<file path="config.mk">
export PLATFORM = sky130hd
export DESIGN_NAME = sprite_palette_ram
export DESIGN_NICKNAME = d
export VERILOG_FILES = /design/src/rtl/sprite_palette_ram.sv
export SDC_FILE = /design/constraint.sdc
export NUM_CORES = 1
export LEC_CHECK = 0
export CORE_UTILIZATION = 40
export CTS_CLUSTER_DIAMETER = 80
export CTS_CLUSTER_SIZE = 14
export DETAILED_ROUTE_END_ITERATION = 10
export PLACE_DENSITY_LB_ADDON = 0.15
export SLEW_MARGIN = 10
export SYNTH_ARGS = -nofsm -noshare
export SYNTH_HDL_FRONTEND = slang
export SYNTH_SLANG_ARGS = --single-unit
</file>
<file path="constraint.sdc">
create_clock -name Clk -period 3.1 [get_ports Clk]
set_clock_uncertainty 0.1 [all_clocks]
set_input_delay 0.93 -clock Clk [delete_from_list [all_inputs] [get_ports Clk]]
set_output_delay 0.93 -clock Clk [all_outputs]
set_load 0.05 [all_outputs]
</file>
<file path="src/rtl/sprite_palette_ram.sv">
// Multi-bank RGB palette with one-cycle registered lookup and runtime writes.
// Optional frame-timed colour cycling is compiled in with PALETTE_CYCLE_EN.
module sprite_palette_ram #(
    parameter int IDX_W      = 4,
    parameter int NUM_PAL    = 4,
    parameter int CH_W       = 4,
    parameter int TRANSP_IDX = 0,
    parameter int CYC_LO     = 1,
    parameter int CYC_HI     = 4,
    parameter int FRAME_DIV  = 8,
    localparam int PW        = $clog2(NUM_PAL)
) (
    input  logic              Clk,
    input  logic              Reset_n,
    input  logic              rd_en,
    input  logic [PW-1:0]     pal_sel,
    input  logic [IDX_W-1:0]  index,
    input  logic              wr_en,
    input  logic [PW-1:0]     wr_pal,
    input  logic [IDX_W-1:0]  wr_idx,
    input  logic [3*CH_W-1:0] wr_data,
    input  logic              frame_start,
    input  logic              cycle_en,
    output logic [CH_W-1:0]   red,
    output logic [CH_W-1:0]   green,
    output logic [CH_W-1:0]   blue,
    output logic              valid,
    output logic              transparent
);

    localparam int DEPTH = 1 << IDX_W;
    localparam int CW    = 3 * CH_W;
    localparam logic [IDX_W-1:0] TIDX = IDX_W'(TRANSP_IDX);

    logic [CW-1:0]    mem [NUM_PAL][DEPTH];
    logic [IDX_W-1:0] eff_idx;

`ifdef PALETTE_CYCLE_EN
    localparam int LEN  = CYC_HI - CYC_LO + 1;
    localparam int PH_W = (LEN > 1) ? $clog2(LEN) : 1;
    localparam int FC_W = (FRAME_DIV > 1) ? $clog2(FRAME_DIV) : 1;
    localparam logic [PH_W-1:0]  PH_MAX = PH_W'(LEN - 1);
    localparam logic [FC_W-1:0]  FC_MAX = FC_W'(FRAME_DIV - 1);
    localparam logic [IDX_W:0]   LO_V   = (IDX_W+1)'(CYC_LO);
    localparam logic [IDX_W:0]   HI_V   = (IDX_W+1)'(CYC_HI);
    localparam logic [IDX_W:0]   LEN_V  = (IDX_W+1)'(LEN);

    logic [PH_W-1:0]  phase;
    logic [FC_W-1:0]  fcnt;
    logic [IDX_W:0]   off;
    logic [IDX_W:0]   rot;

    always_ff @(posedge Clk or negedge Reset_n) begin
        if (!Reset_n) begin
            fcnt  <= '0;
            phase <= '0;
        end else if (frame_start && cycle_en) begin
            if (fcnt == FC_MAX) begin
                fcnt  <= '0;
                phase <= (phase == PH_MAX) ? '0 : phase + 1'b1;
            end else begin
                fcnt <= fcnt + 1'b1;
            end
        end
    end

    // off < LEN and phase < LEN, so one conditional subtract is a full mod
    always_comb begin
        eff_idx = index;
        off     = {1'b0, index} - LO_V;
        rot     = off + (IDX_W+1)'(phase);
        if (rot >= LEN_V)
            rot = rot - LEN_V;
        if ({1'b0, index} >= LO_V && {1'b0, index} <= HI_V)
            eff_idx = IDX_W'(rot + LO_V);
    end
`else
    logic unused_cyc;
    assign unused_cyc = frame_start ^ cycle_en;

    always_comb begin
        eff_idx = index;
    end
`endif

    always_ff @(posedge Clk or negedge Reset_n) begin
        if (!Reset_n) begin
            for (int p = 0; p < NUM_PAL; p++)
                for (int i = 0; i < DEPTH; i++)
                    mem[p][i] <= '0;
        end else if (wr_en) begin
            mem[wr_pal][wr_idx] <= wr_data;
        end
    end

    // Reads sample mem before the same-edge write lands
    always_ff @(posedge Clk or negedge Reset_n) begin
        if (!Reset_n) begin
            red         <= '0;
            green       <= '0;
            blue        <= '0;
            valid       <= 1'b0;
            transparent <= 1'b0;
        end else begin
            valid <= rd_en;
            if (rd_en) begin
                {red, green, blue} <= mem[pal_sel][eff_idx];
                transparent        <= (index == TIDX);
            end
        end
    end

endmodule

</file>
==> results list <==
- Worst-path cell chain: clkdlybuf4s50_1
- In this run the worst path has a maximum fanout of 2.
- STA classifies the critical path startpoint as a flip-flop.
- Counting I/O delays and the setup requirement, the final critical path takes between 2 and 3 ns.
- Global-route wire length before repair: 149000 um
* Detailed Route Iter0 Violations: 1113
- Final #Nets: 2538
- The number of hold violations in the final report came to 0.
- Leakage: between 15 and 20 nW
- Across all setup checks in the final design, the least slack found is 0.109 ns.
* Slowest-stage cell, CP: clkdlybuf4s50_1
- Global routing finished with a remaining overflow of 0.
* Total track usage: 22.3%
* Highest Clock Rate: 334 MHz
- The number of buffers and inverters on the critical path is 1.
* Placed Area: 0.0398 mm2
- Fraction of layout instances using a drive strength above 1: approximately 54%
- Worst-case vdd ir drop: just under 0.4 mV
* Post-CTS Setup Repair Bufs: 0
* Category of the worst setup path capture point: output pin
* Post-synth EDFFs: 0
- Share of the core filled with cells: 47.1%
* Predominant post-synthesis flop cell: dfrtp_1
* Clock-pin slew of the registers on the worst-case setup and hold paths: 0.07 ns
- The number of global-route vias before repair was 22500.
* Maximum number of pins on one net before global-route repair: 90
- The root buffer cell chosen for the clock tree is clkbuf_16.
* Ys async rst share: 100%
- Power spread over the standard cell area amounts to 564 mW/mm2.
- Number of I/O port buffers: 41
- Area overhead of the layout relative to synthesis: 16.8%
- The detail route stage leaves a number of antenna-violating nets equal to 0.
- Min-Delay Path Class: primary input to asynchronous set/reset pin
* Count of maximum capacitance violations: 0
- Run status: complete, no violations
- Pre-CTS setup slack: -0.260 ns
- Yosys mapped the design onto 49 distinct sky130hd cell types.
* Detailed Place HPWL: 65500 um
* Initial core utilization: 40.3%
- Post-synthesis cell count: 2318
- Cell with the most instances after synthesis: mux2_2
* Top cells by count, synth: mux2_2, dfrtp_1, mux4_2
* Max transition margin: ~45%
- For the worst flop-to-flop path, the logic depth is 6.
* Setup Crit Path Kind: flip-flop to output pin
* CTS tree: done
- The final critical path takes up 96.5% of the cycle.
- Via count: slightly above 20000
- At the worst endpoint, the required time is just over 2 ns.
- Top-Level Pins: 44
- Registers take approximately 0.020 mm2.
* Yosys warns: 0
* Combined area of all synthesized cells: ~0.036 mm2
- In this run the mean area of a mapped cell was about 15 um2.
* CTS H-tree depth: 3
- Crit path max-delay family: buffers and inverters
* Unrepaired setup endpoints after global routing: false
* FF+latch count, synth: 782
* Drt wl/cell: roughly 27 um
- The tree built by TritonCTS fans out to 782 sinks.
- The clock passes through at most 3 buffers.
* Crit-path max cell delay: 0.86 ns
- In this run, placement finished with an instance count of around 3600.
- The number of max-slew violations in the final report was 0.
- Summing the sequential cell areas from Yosys gives between 50% and 60% of the chip area.
- Height of the die: 300 um
- Weighted congestion reported at the end of routability-driven placement: between 0.8 and 0.9
- Die footprint: 0.0901 mm2
- Residual DRC: 0
* Count of non-filler cells in the finished layout: 3682
- After clock tree synthesis, the flow added hold-fix buffers numbering 0.
- In the routed layout, each cell is associated on average with a via count of 5.61.
- The number of nets handed over by synthesis was approximately 2300.
- For the worst setup path, the data arrival time is between 1.5 and 2 ns.
* Cell area after layout: 0.0415 mm2
* Multi-input gate area in the final layout: 0.0150 mm2
* Antenna violations before repair: 5
* Area of the core: 0.0882 mm2
- Number of buffers created by CTS: 66
- Top-area cell type share of the netlist area: a little under three fifths
* Overall routed net length: 97900 um
- Count of final setup violators: 0
- At the pin with the least slew margin, the transition time is ~0.82 ns.
- Measured along the x axis, the die boundary spans 300 um.
- Number of placement rows: around 110
- Worst skew pair latency: approximately 0.62 ns
* First-pass iteration count of the detailed router: 5
- Filler instances: 7516
* Post-CTS resize count: 0
* Critical Path Stages: 1
- By area the synthesized netlist is led by dfrtp_1, mux2_2, mux4_2.
- Hold is met by 0.161 ns.
- Post-synth top area cell: dfrtp_1
==> routing by layer <==
layer  part of all wire [%]  global-route usage (%)  up-vias
li1                       -                       -     8938
met1                     45                    30.5    11200
met2                     47                    35.8      370
met3                    4.6                    4.30      163
met4                    3.5                    7.58        4
met5                  0.025                       0        -
==> cells in the final DEF, fill, tap and decap left out, types with 12 or more instances in the layout <==
cell type,count
mux2_2,785
dfrtp_1,782
buf_4,217
mux4_2,171
buf_12,88
clkbuf_16,66
nand2_1,60
mux2i_1,51
nor2_1,45
clkdlybuf4s50_1,24
a21oi_1,15
nor3_1,14
a211oi_1,14
a22oi_1,14
a22o_1,13
buf_2,13
a221oi_1,12
o22ai_1,12
==> layout make-up <==
class                      count  area share [%]
multi-input combinational   1309            36.1
clock buffer                  66            3.98
clock inverter                 9           0.232
timing repair buffer         345            9.00
sequential                   782            47.1
inverter                       4          0.0361
antenna                        2          0.0120
tap                         1165            3.51
==> metrics by stage <==
| step | TNS, ns | power [mW] |
|---|---|---|
| final | 0 | 23.4 |
| after global routing | 0 | 24.5 |
| after CTS | 0 | 23.7 |
| after detailed placement | -2.70 | 16.1 |
| after global placement | -2.02 | 15.9 |
| after floorplan | 0 | 14.5 |
==> registers in the layout (all words and copies together) (netlist names) <==
name,flops
red,4
transparent,1
valid,1
mem,768
blue,4
green,4
==> report_power, final <==
group | internal, mW | switching [mW]
registers | 11.5 | 0.650
clock network | 3.82 | 3.72
logic | 2.06 | 1.63
==> path summary, 6_finish.rpt <==
path,startpoint,end,slack (ns)
setup reg to reg,mem[577]$_DFFE_PN0P_,blue[1]$_DFFE_PN0P_,0.69
max in group asynchronous,Reset_n,mem[151]$_DFFE_PN0P_,1.81
hold / removal,Reset_n,mem[385]$_DFFE_PN0P_,0.16
min in group Clk,mem[281]$_DFFE_PN0P_,mem[281]$_DFFE_PN0P_,0.40
hold reg to reg,mem[281]$_DFFE_PN0P_,mem[281]$_DFFE_PN0P_,0.40
setup / recovery,green[1]$_DFFE_PN0P_,green[1],0.11
==> logic make-up after synthesis <==
logic type	share of synthesized area [%]
AND/OR/NAND/NOR	2.31
flip-flops	55.0
AO/OA/AOI/OAI	2.67
multiplexers	37.2
buffers and inverters	2.81
Note: power is estimated with default switching activity, not from simulation.
